## config.mk

```make
export PLATFORM = sky130hd
export DESIGN_NAME = fetch_controller
export DESIGN_NICKNAME = d
export VERILOG_FILES = /design/src/rtl/fetch_controller.sv
export SDC_FILE = /design/constraint.sdc
export NUM_CORES = 1
export LEC_CHECK = 0
export CAP_MARGIN = 20
export CORE_AREA = 3 3 111 166
export DETAILED_ROUTE_END_ITERATION = 7
export DIE_AREA = 0 0 114 169
export PLACE_DENSITY = 0.82
export SYNTH_ARGS = -nofsm -noshare
export SYNTH_HDL_FRONTEND = slang
export SYNTH_SLANG_ARGS = --single-unit
```

## constraint.sdc

```tcl
create_clock -name clk -period 13.2 [get_ports clk]
set_input_delay 1.98 -clock clk [delete_from_list [all_inputs] [get_ports clk]]
set_output_delay 1.98 -clock clk [all_outputs]
set_load 0.1 [all_outputs]
```

## src/rtl/fetch_controller.sv

```systemverilog
// Instruction-fetch sequencer: owns the PC, reads the instruction memory, and buffers words in a 2-entry FIFO for decode.
// Optional FETCH_PERF_CNT_EN adds saturating perf_fetched / perf_stall counters.
module fetch_controller #(
  parameter int unsigned            ADDR_WIDTH  = 32,
  parameter int unsigned            INSTR_WIDTH = 32,
  parameter int unsigned            MEM_DEPTH   = 512,
  parameter logic [ADDR_WIDTH-1:0]  RESET_PC    = '0
) (
  input  logic                   clk,
  input  logic                   reset,
  output logic [ADDR_WIDTH-1:0]  imem_addr,
  input  logic [INSTR_WIDTH-1:0] imem_instr,
  output logic                   inst_valid,
  input  logic                   inst_ready,
  output logic [INSTR_WIDTH-1:0] inst_out,
  output logic [ADDR_WIDTH-1:0]  inst_pc,
  input  logic                   redirect_valid,
  input  logic [ADDR_WIDTH-1:0]  redirect_pc,
  output logic                   fault,
  output logic [ADDR_WIDTH-1:0]  fault_pc
`ifdef FETCH_PERF_CNT_EN
  ,
  output logic [31:0]            perf_fetched,
  output logic [31:0]            perf_stall
`endif
);

  localparam int unsigned         FIFO_DEPTH = 2;
  localparam logic [ADDR_WIDTH-1:0] MEM_LIMIT = ADDR_WIDTH'(MEM_DEPTH);

  typedef enum logic [1:0] {
    BOOT  = 2'd0,
    FETCH = 2'd1,
    HALT  = 2'd2
  } state_t;

  state_t                  state;
  logic [ADDR_WIDTH-1:0]   pc;
  logic [INSTR_WIDTH-1:0]  fifo_instr [FIFO_DEPTH];
  logic [ADDR_WIDTH-1:0]   fifo_pc    [FIFO_DEPTH];
  logic                    wr_ptr;
  logic                    rd_ptr;
  logic [1:0]              count;

  logic                    full;
  logic                    pop;
  logic                    flush;
  logic                    fetch_slot;
  logic                    in_range;
  logic                    push;

  // Word index is a pure re-wiring of the PC register.
  assign imem_addr = {2'b00, pc[ADDR_WIDTH-1:2]};

  assign inst_valid = (count != 2'd0);
  assign inst_out   = fifo_instr[rd_ptr];
  assign inst_pc    = fifo_pc[rd_ptr];

  // Redirect outranks fetching; a fetch slot exists when there is room or the head leaves this cycle.
  always_comb begin
    full       = (count == 2'(FIFO_DEPTH));
    pop        = inst_valid && inst_ready;
    flush      = (state == FETCH) && redirect_valid;
    fetch_slot = (state == FETCH) && !redirect_valid && (!full || pop);
    in_range   = (imem_addr < MEM_LIMIT);
    push       = fetch_slot && in_range;
  end

  // Sequencer state, PC and fault capture.
  always_ff @(posedge clk or posedge reset) begin
    if (reset) begin
      state    <= BOOT;
      pc       <= RESET_PC;
      fault    <= 1'b0;
      fault_pc <= '0;
    end else begin
      case (state)
        BOOT: begin
          state <= FETCH;
        end
        FETCH: begin
          if (redirect_valid) begin
            if (redirect_pc[1:0] == 2'b00) begin
              pc <= redirect_pc;
            end else begin
              fault    <= 1'b1;
              fault_pc <= redirect_pc;
              state    <= HALT;
            end
          end else if (fetch_slot) begin
            if (in_range) begin
              pc <= pc + ADDR_WIDTH'(4);
            end else begin
              fault    <= 1'b1;
              fault_pc <= pc;
              state    <= HALT;
            end
          end
        end
        HALT: begin
          state <= HALT;
        end
        default: begin
          state <= BOOT;
        end
      endcase
    end
  end

  // Two-entry FIFO; flush drops contents and any concurrent pop.
  always_ff @(posedge clk or posedge reset) begin
    if (reset) begin
      wr_ptr <= 1'b0;
      rd_ptr <= 1'b0;
      count  <= 2'd0;
      for (int i = 0; i < FIFO_DEPTH; i++) begin
        fifo_instr[i] <= '0;
        fifo_pc[i]    <= '0;
      end
    end else if (flush) begin
      wr_ptr <= 1'b0;
      rd_ptr <= 1'b0;
      count  <= 2'd0;
    end else begin
      if (push) begin
        fifo_instr[wr_ptr] <= imem_instr;
        fifo_pc[wr_ptr]    <= pc;
        wr_ptr             <= ~wr_ptr;
      end
      if (pop) begin
        rd_ptr <= ~rd_ptr;
      end
      case ({push, pop})
        2'b10:   count <= count + 2'd1;
        2'b01:   count <= count - 2'd1;
        default: count <= count;
      endcase
    end
  end

`ifdef FETCH_PERF_CNT_EN
  logic stall;

  assign stall = (state == FETCH) && !redirect_valid && full && !pop;

  // Saturating counters; they only advance while fetching, so HALT freezes them.
  always_ff @(posedge clk or posedge reset) begin
    if (reset) begin
      perf_fetched <= '0;
      perf_stall   <= '0;
    end else begin
      if (push && (perf_fetched != 32'hFFFF_FFFF)) begin
        perf_fetched <= perf_fetched + 32'd1;
      end
      if (stall && (perf_stall != 32'hFFFF_FFFF)) begin
        perf_stall <= perf_stall + 32'd1;
      end
    end
  end
`endif

endmodule

```

==> reports/qor.csv, run 1 <==
metric;value;unit
period_share;0.384;
critical-path-top-delay-family;buffers and inverters;
rsz0062_at_grt;no;
post_cts_resized;0;
hp-class;reg -> reg;
cp.depth;3;
row_count;59;
cts_tree;built;
initial_core_util;0.542;
fillers;1255;
fp.coreArea;17300;µm²
min_period;5.07;ns
clkLatencyLatePin;0.42;ns
fin_nets;974;
grt_max_degree;129;
crit_arrival;3.09;ns
worst_slew_pin_slew;1.05;ns
synth_cell_types;53;
place.gp.congestion;0.840;
ios;198;
root_buffer;clkbuf_16;
syn_avg_cell_area;12.4;µm²
slowest_stage;clkdlybuf4s50_1;
synth_seq_cells;199;
viasPerCell;5.52;
synth_warnings;0;
grt_pass1_wl;33300;µm
cap_violations;0;
first_iter_violations;331;
synth_area;9370;µm²
n_antenna_cell;0;
outcome;completed;
die_h;169;µm
synth_top_area_frac;0.532;
postRouteAntennaNets;0;
syn-instance-count;758;
place_ws;8.55;ns
post_cts_buffers;0;
drt-total-wl;20700;µm
clockBufferDepth;2;
fmax;197;MHz
antenna_found_initial;0;
holdPathStages;1;
end_kind;output port;
dpl.hpwl;13800;µm
port_buffers;195;
crit_fanout;52;
grtUsageTotal;0.215;
wl_per_cell;18.3;µm
worst_ep_required_time;11.22;ns
critPathBufInv;2;
vias;6234;
grt_pass1_vias;6365;
slew_headroom;0.298;
htreeDepth;4;
setup_slack;8.13;ns
syn_to_final_growth;25.5;%
crit_chain;buf_4 > mux2_2 > clkdlybuf4s50_1;
path_clk_slew;0.07;ns
maxSlewViolCount;0;
rr_worst_depth;7;
p_per_area;238;nW/µm²
die_w;114;µm
first_pass_iters;5;
clock_sinks;199;
yosysSeqAreaShare;0.532;
drcViolationCount;0;
skew;0.0120;ns
cts_buffers;17;
synth_area_leader_cell;dfrtp_1;
hold_violations;0;
critical_path_class;reg -> out;
die_area;19300;µm²
ir_drop;302;µV
crit_path_start_kind;register;
final_area;11800;µm²
slowest_delay;1.15;ns
ys_top_cells_by_area;dfrtp_1 (53%), mux2_2 (14%), mux2_4 (6.3%);
drive_above_1_share;0.228;
p_leak;5.38;nW
postCtsHoldBufs;0;
dpl_cell_area;11200;µm²
utilization;0.681;
tns;0;ns
setup_violations;0;
grt_overflow;0;
## routing by layer
layer / vias to the layer above / track usage / routed length (µm) / part of all wire
met5: - / 0 / 0 / 0
met4: 0 / 0.0672 / 356 / 0.017
met3: 23 / 0.0511 / 1100 / 0.053
met2: 171 / 0.358 / 10500 / 0.51
met1: 3110 / 0.279 / 8670 / 0.42
li1: 2930 / - / - / -
## worst paths after layout
check	start	endpoint	slack, ns
max reg2reg	pc[11]	fifo_instr[60]	9.98
max in group asynchronous	reset	rd_ptr	9.44
min	fault	fault	0.48
max	rd_ptr	inst_out[31]	8.13
min in group asynchronous	reset	fifo_pc[46]	2.17
min reg2reg	fault	fault	0.48
## cell type report
cell class,instances,area (µm²),area share
timing repair buffer,202,2010,0.171
clock inverter,14,161,0.0137
inverter,13,56.3,0.00479
multi-input combinational,470,3850,0.328
sequential,199,4980,0.424
clock buffer,18,429,0.0365
tap,213,267,0.0227
## power by group
part           internal (W)  switching (W)  leakage, nW  total [W]
sequential         0.000722       0.000140         2.59   0.000863
clock              0.000270       0.000243        0.281   0.000513
combinational      0.000351        0.00107         2.51    0.00142
## through the flow
stage,cells,total power [W],hold slack [ns]
2_1_floorplan,759,0.00202,0.447
6_report,1129,0.00280,0.483
4_1_cts,1129,0.00282,0.485
3_5_place_dp,1097,0.00230,0.462
3_3_place_gp,1096,0.00229,0.456
5_1_grt,1129,0.00292,0.505
## synth_stat cells, drive strengths merged
| master | instances |
|---|---|
| a21oi | 50 |
| a22oi | 4 |
| a2bb2oi | 2 |
| a311oi | 1 |
| a31o | 1 |
| a31oi | 13 |
| a32oi | 2 |
| a41oi | 1 |
| and2 | 21 |
| and3 | 7 |
| and4 | 1 |
| buf | 53 |
| clkbuf | 24 |
| conb | 1 |
| dfrtp | 199 |
| ha | 3 |
| inv | 13 |
| mux2 | 158 |
| mux2i | 30 |
| nand2 | 17 |
| nand2b | 4 |
| nand3 | 11 |
| nand4 | 3 |
| nand4b | 1 |
| nor2 | 59 |
| nor2b | 27 |
| nor3 | 5 |
| nor3b | 1 |
| nor4 | 5 |
| nor4bb | 1 |
| o211a | 1 |
| o21a | 2 |
| o21ai | 23 |
| o221a | 1 |
| o22a | 3 |
| o22ai | 4 |
| o31ai | 1 |
| o32ai | 1 |
| or2 | 2 |
| or3 | 1 |
| xor2 | 1 |
## placed cells by master (no fill, tap or decap), drive strengths merged, types with 5 or more instances in the layout
cell type | netlist | routed
dfrtp | 199 | 199
clkdlybuf4s50 | 0 | 194
mux2 | 158 | 158
nor2 | 59 | 59
a21oi | 50 | 50
mux2i | 30 | 30
nor2b | 27 | 27
o21ai | 23 | 23
and2 | 21 | 21
inv | 13 | 19
clkbuf | 24 | 18
nand2 | 17 | 17
a31oi | 13 | 13
nand3 | 11 | 11
buf | 53 | 8
and3 | 7 | 7
nor4 | 5 | 5
nor3 | 5 | 5
clkinv | 0 | 5
## worst register-to-register path, cell delays in order (launching register included)
cell and delay (ns):
dfrtp_1 0.45, nor2_1 0.27, nand3_1 0.19, nor3_4 0.57, nand3_2 0.23, nor2_8 0.12
buf_4 0.81, mux2_2 0.44
## state kept, by name, summed over array words and instances (netlist names)
register,flops
fifo_instr,64
count,2
fault,1
fifo_pc,64
rd_ptr,1
fault_pc,32
wr_ptr,1
state,2
pc,32
## cells by family (layout without fill, tap and decap cells)
logic type,after synthesis,count (layout),share of synthesized area
DFF,199,199,0.532
muxes,188,188,0.238
adders and majority gates,3,3,0.00401
buffers and inverters,90,247,0.0606
other,1,2,0.000400
xor gates and xnor gates,1,1,0.000935
and+or+nand+nor,166,166,0.0964
AOI/OAI and AO/OA,110,110,0.0685
Note: power is estimated with default switching activity, not from simulation.
==> run 2: changes to the inputs <==
--- a/config.mk
+++ b/config.mk
@@ -6,10 +6,10 @@
 export NUM_CORES = 1
 export LEC_CHECK = 0
 export CAP_MARGIN = 20
-export CORE_AREA = 3 3 111 166
+export CORE_AREA = 3 3 115 172
 export DETAILED_ROUTE_END_ITERATION = 7
-export DIE_AREA = 0 0 114 169
-export PLACE_DENSITY = 0.82
+export DIE_AREA = 0 0 118 175
+export PLACE_DENSITY = 0.77
 export SYNTH_ARGS = -nofsm -noshare
 export SYNTH_HDL_FRONTEND = slang
 export SYNTH_SLANG_ARGS = --single-unit
==> constraint.sdc (replaced) <==
create_clock -name clk -period 5.3 [get_ports clk]
set_input_delay 0.795 -clock clk [delete_from_list [all_inputs] [get_ports clk]]
set_output_delay 0.795 -clock clk [all_outputs]
set_load 0.1 [all_outputs]
==> reports/qor.csv, run 2 (same netlist as run 1, synthesis figures left out) <==
metric;value;unit;change
port_buffers;195;;unchanged
critical_path_class;reg -> out;;unchanged
p_int;0.00332;W;was 0.00134 W
crit_end;inst_out[16];;was inst_out[31]
rr_worst_depth;8;;was 7
antenna_found_initial;0;;unchanged
wl_per_cell;17.6;µm;was 18.3 µm
vias;6235;;was 6234
root_buffer;clkbuf_16;;unchanged
maxSlewViolCount;0;;unchanged
setup_violations;0;;unchanged
rsz0062_at_grt;no;;unchanged
grt_max_degree;89;;was 129
post_cts_buffers;0;;unchanged
stdcell_count;1172;;was 1129
clockPowerShare;0.180;;was 0.183
grtUsageTotal;0.206;;was 0.215
setup_slack;1.26;ns;was 8.13 ns
place.gp.congestion;0.797;;was 0.840
hp-class;reg -> reg;;unchanged
die_w;118;µm;was 114 µm
grt_pass1_wl;34300;µm;was 33300 µm
end_kind;output port;;unchanged
worst_ep_required_time;4.51;ns;was 11.22 ns
grtUsageMet1;0.257;;was 0.279
power.switching;0.00363;W;was 0.00146 W
power;0.00695;W;was 0.00280 W
drive_above_1_share;0.230;;was 0.228
dpl.hpwl;14100;µm;was 13800 µm
final_common_cell;dfrtp_1;;unchanged
numPlacedInstances;1139;;was 1097
postCtsHoldBufs;0;;unchanged
n_antenna_cell;0;;unchanged
crit_path_start;rd_ptr;;unchanged
p_comb_frac;0.506;;was 0.508
crit_path_start_kind;register;;unchanged
hold_violations;0;;unchanged
drt-total-wl;20600;µm;was 20700 µm
grt_busiest_layer;met2;;unchanged
viasPerCell;5.32;;was 5.52
htreeDepth;4;;unchanged
cts_tree;built;;unchanged
ios;198;;unchanged
r2r_start;state[1];;was pc[11]
cap_violations;0;;unchanged
r2r-end;fault_pc[29];;was fifo_instr[60]
grt_pass1_vias;6412;;was 6365
skew;0.0131;ns;was 0.0120 ns
first_iter_violations;330;;was 331
rrSetupSlack;2.33;ns;was 9.98 ns
crit_fanout;39;;was 52
slowest_stage;clkdlybuf4s50_1;;unchanged
top_regs;fifo_instr: 64 flops, fifo_pc: 64 flops;;unchanged
fmax;247;MHz;
outcome;completed;;unchanged
slew_headroom;0.300;;was 0.298
post_cts_resized;0;;unchanged
path_clk_slew;0.08;ns;was 0.07 ns
layout_common_cells;dfrtp_1 (198), clkdlybuf4s50_1 (194), mux2_2 (116), nor2_1 (58), a21oi_1 (50);;unchanged
syn_to_final_growth;26.4;%;was 25.5%
slowest_delay;1.13;ns;was 1.15 ns
swShare;0.523;;was 0.520
drcViolationCount;0;;unchanged
p_per_area;587;nW/µm²;was 238 nW/µm²
postRouteAntennaNets;0;;unchanged
place_ws;1.68;ns;was 8.55 ns
tns;0;ns;unchanged
ir_drop;632;µV;was 302 µV
die_area;20700;µm²;was 19300 µm²
met3_usage;0.0470;;was 0.0511
use_met2;0.351;;was 0.358
p_leak;5.40;nW;was 5.38 nW
worst_slew_pin_slew;1.05;ns;about the same
crit_arrival;3.25;ns;was 3.09 ns
clkLatencyLatePin;0.43;ns;was 0.42 ns
min_period;4.04;ns;
row_count;61;;was 59
clock_sinks;199;;unchanged
grt_overflow;0;;unchanged
seqPwrFrac;0.314;;was 0.308
initial_core_util;0.505;;was 0.542
hold_slack;0.477;ns;was 0.483 ns
fin_nets;978;;was 974
crit_chain;buf_4 > mux2_2 > clkdlybuf4s50_1;;unchanged
clockBufferDepth;2;;unchanged
period_share;0.763;;
cts_buffers;17;;unchanged
first_pass_iters;7;;was 5
die_h;175;µm;was 169 µm
fp.coreArea;18500;µm²;was 17300 µm²
-- run 2: cell type report --
cell class,instances,area [µm²]
multi-input combinational,470,3840
clock buffer,19,443
tap,252,315
clock inverter,13,133
fill,1435,6700
timing repair buffer,206,2070
sequential,199,4980
inverter,13,52.6
-- run 2: worst min path at each step --
stage	end	start	slack (ns)	cells past startpoint
CTS	fault	fault	0.48	1
global placement	fault	fault	0.46	1
detailed placement	fault	fault	0.45	1
global route	fifo_pc[22]	fifo_pc[22]	0.51	1
finish	fault	fault	0.48	1
floorplan	fifo_pc[11]	fifo_pc[11]	0.45	1
-- run 2: per-stage QoR --
step,utilization,instance area (µm²)
after global routing,0.639,11800
after floorplan,-,9380
after global placement,0.606,11200
final,0.639,11800
after CTS,0.637,11800
after detailed placement,0.606,11200
-- run 2: per-layer routing --
metal,vias to the layer above,wire length (µm)
met5,-,0
li1,2914,-
met3,36,1060
met4,0,468
met2,186,10400
met1,3099,8650
-- run 2: power groups by stage --
stage                     Clock (W)  Sequential [W]  Combinational, W
after floorplan                   0         0.00294           0.00209
after global placement            0         0.00221           0.00349
after detailed placement          0         0.00220           0.00353
after CTS                   0.00129         0.00218           0.00354
after global routing        0.00135         0.00224           0.00366
final                       0.00125         0.00218           0.00352
-- run 2: worst max-delay path: cells and delay by family (launching register included) --
kind / cells / cell delay [ns]
buffers and inverters: 2 / 1.60
multiplexers: 1 / 0.22
flip-flops: 1 / 0.98
==> run 3: changes to the inputs <==
--- a/config.mk
+++ b/config.mk
@@ -6,10 +6,10 @@
 export NUM_CORES = 1
 export LEC_CHECK = 0
 export CAP_MARGIN = 20
-export CORE_AREA = 3 3 115 172
+export CORE_AREA = 3 3 121 181
 export DETAILED_ROUTE_END_ITERATION = 7
-export DIE_AREA = 0 0 118 175
-export PLACE_DENSITY = 0.77
+export DIE_AREA = 0 0 124 184
+export PLACE_DENSITY = 0.73
 export SYNTH_ARGS = -nofsm -noshare
 export SYNTH_HDL_FRONTEND = slang
 export SYNTH_SLANG_ARGS = --single-unit
==> constraint.sdc (replaced) <==
create_clock -name clk -period 3.6 [get_ports clk]
set_input_delay 0.54 -clock clk [delete_from_list [all_inputs] [get_ports clk]]
set_output_delay 0.54 -clock clk [all_outputs]
set_load 0.1 [all_outputs]
==> reports/qor.csv, run 3 (same netlist as run 1, synthesis figures left out) <==
metric;value;unit;change
outcome;completed;;unchanged
period_share;0.762;;
ir_drop;891;µV;was 632 µV
fin_nets;983;;was 978
drive_above_1_share;0.305;;was 0.230
grt_max_degree;158;;was 89
end_kind;output port;;unchanged
skew;0.0134;ns;was 0.0131 ns
grt_pass1_vias;6459;;was 6412
hold_violations;0;;unchanged
clock_sinks;199;;unchanged
row_count;64;;was 61
slowest_delay;1.21;ns;was 1.13 ns
die_h;184;µm;was 175 µm
rrSetupSlack;0.94;ns;was 2.33 ns
wl_per_cell;17.8;µm;was 17.6 µm
clockBufferDepth;2;;unchanged
crit_fanout;11;;was 39
first_iter_violations;296;;was 330
grtUsageTotal;0.189;;was 0.206
critical_path_class;reg -> out;;unchanged
whs_endpoint;fault;;unchanged
post_cts_resized;0;;unchanged
top_regs;fifo_instr: 64 flops, fifo_pc: 64 flops;;unchanged
post_cts_buffers;0;;unchanged
worst_ep_required_time;3.06;ns;was 4.51 ns
numPlacedInstances;1157;;was 1139
fmax;364;MHz;
fp.coreArea;20500;µm²;was 18500 µm²
slew_headroom;0.297;;was 0.300
rr_worst_depth;6;;was 8
setup_violations;0;;unchanged
n_antenna_cell;0;;unchanged
postCtsHoldBufs;0;;unchanged
min_from;fault;;unchanged
root_buffer;clkbuf_16;;unchanged
p_leak;5.60;nW;was 5.40 nW
tns;0;ns;unchanged
maxSlewViolCount;0;;unchanged
crit_path_start_kind;register;;unchanged
fillers;1738;;was 1435
holdPathStages;1;;unchanged
cp.depth;1;;was 3
critPathBufInv;1;;was 2
path_clk_slew;0.07;ns;was 0.08 ns
antenna_found_initial;0;;unchanged
grt_overflow;0;;unchanged
initial_core_util;0.457;;was 0.505
ios;198;;unchanged
first_pass_iters;4;;was 7
dpl.hpwl;14000;µm;was 14100 µm
port_buffers;195;;unchanged
htreeDepth;4;;unchanged
layout_common_cells;dfrtp_1 (198), clkdlybuf4s50_1 (129), mux2_2 (116), buf_4 (78), nor2_1 (58);;was dfrtp_1 (198), clkdlybuf4s50_1 (194), mux2_2 (116), nor2_1 (58), a21oi_1 (50)
worst_slew_pin_slew;1.05;ns;about the same
place.gp.congestion;0.767;;was 0.797
postRouteAntennaNets;0;;unchanged
die_area;22800;µm²;was 20700 µm²
grt_pass1_wl;34000;µm;was 34300 µm
syn_to_final_growth;26.6;%;was 26.4%
drt-total-wl;21100;µm;was 20600 µm
p_per_area;898;nW/µm²;was 587 nW/µm²
clkLatencyLatePin;0.43;ns;about the same
drcViolationCount;0;;unchanged
cap_violations;0;;unchanged
crit_arrival;2.20;ns;was 3.25 ns
die_w;124;µm;was 118 µm
crit_chain;clkdlybuf4s50_1;;was buf_4 > mux2_2 > clkdlybuf4s50_1
cts_tree;built;;unchanged
cts_buffers;17;;unchanged
rsz0062_at_grt;no;;unchanged
hp-class;reg -> reg;;unchanged
r2r_start;pc[13];;was state[1]
stdcell_count;1189;;was 1172
min_period;2.74;ns;
r2r-end;fifo_pc[11];;was fault_pc[29]
viasPerCell;5.20;;was 5.32
critical-path-top-delay-family;buffers and inverters;;unchanged
slowest_stage;clkdlybuf4s50_1;;unchanged
vias;6181;;was 6235
final_common_cell;dfrtp_1;;unchanged
==> run 3: cell count changes in the layout (fill, tap and decap cells not counted), sizes merged <==
cell / delta
clkbuf: +2
clkinv: -1
buf: +70
inv: -8
bufinv: +7
clkdlybuf4s50: -65
==> run 3: cell type report <==
type                            instances  area (µm²)  area share
Multi-Input combinational cell        470        3850       0.325
Tap cell                              264         330      0.0278
Inverter                               13        52.6     0.00443
Sequential cell                       199        4980       0.420
Timing Repair Buffer                  211        1940       0.164
Clock inverter                         11         244      0.0206
Clock buffer                           21         460      0.0388
==> run 3: metal layers <==
| layer | up-vias | GRT usage | share of wire |
|---|---|---|---|
| met4 | 0 | 0.0632 | 0.016 |
| met1 | 3071 | 0.227 | 0.42 |
| met5 | - | 0 | 0 |
| li1 | 2932 | - | - |
| met3 | 21 | 0.0523 | 0.056 |
| met2 | 157 | 0.326 | 0.51 |
==> run 3: worst register-to-register path, stage by stage (launching register included) <==
cell and delay (ns):
dfrtp_1 0.46, nor2_1 0.24, nand3_1 0.18, nor3_4 0.27, nand4_4 0.72, buf_4 0.49, and2_1 0.19
==> run 3: through the flow <==
step | util | hold slack [ns] | worst slack [ns] | area (µm²) | total power (W)
6_report | 0.579 | 0.477 | 0.856 | 11900 | 0.0106
5_1_grt | 0.579 | 0.489 | 0.709 | 11900 | 0.0111
4_1_cts | 0.579 | 0.481 | 0.816 | 11900 | 0.0108
3_5_place_dp | 0.544 | 0.461 | 0.543 | 11200 | 0.00846
3_3_place_gp | 0.544 | 0.456 | 0.567 | 11200 | 0.00842
2_1_floorplan | - | 0.447 | 0.486 | 9380 | 0.00741
==> run 3: power breakdown <==
| group | leakage [nW] | internal (W) | switching (W) | total [W] |
|---|---|---|---|---|
| combinational | 2.68 | 0.00129 | 0.00393 | 0.00522 |
| sequential | 2.59 | 0.00265 | 0.000531 | 0.00318 |
| clock | 0.338 | 0.00142 | 0.000835 | 0.00225 |
==> run 3: worst max path at each step <==
stage                    to       start  slack (ns)
2_1_floorplan      count[0]       reset        0.49
3_3_place_gp    fifo_pc[25]  inst_ready        0.57
3_5_place_dp    fifo_pc[11]  inst_ready        0.54
4_1_cts        imem_addr[6]       pc[8]        0.82
5_1_grt         fifo_pc[11]      pc[13]        0.71
6_report       imem_addr[6]       pc[8]        0.86
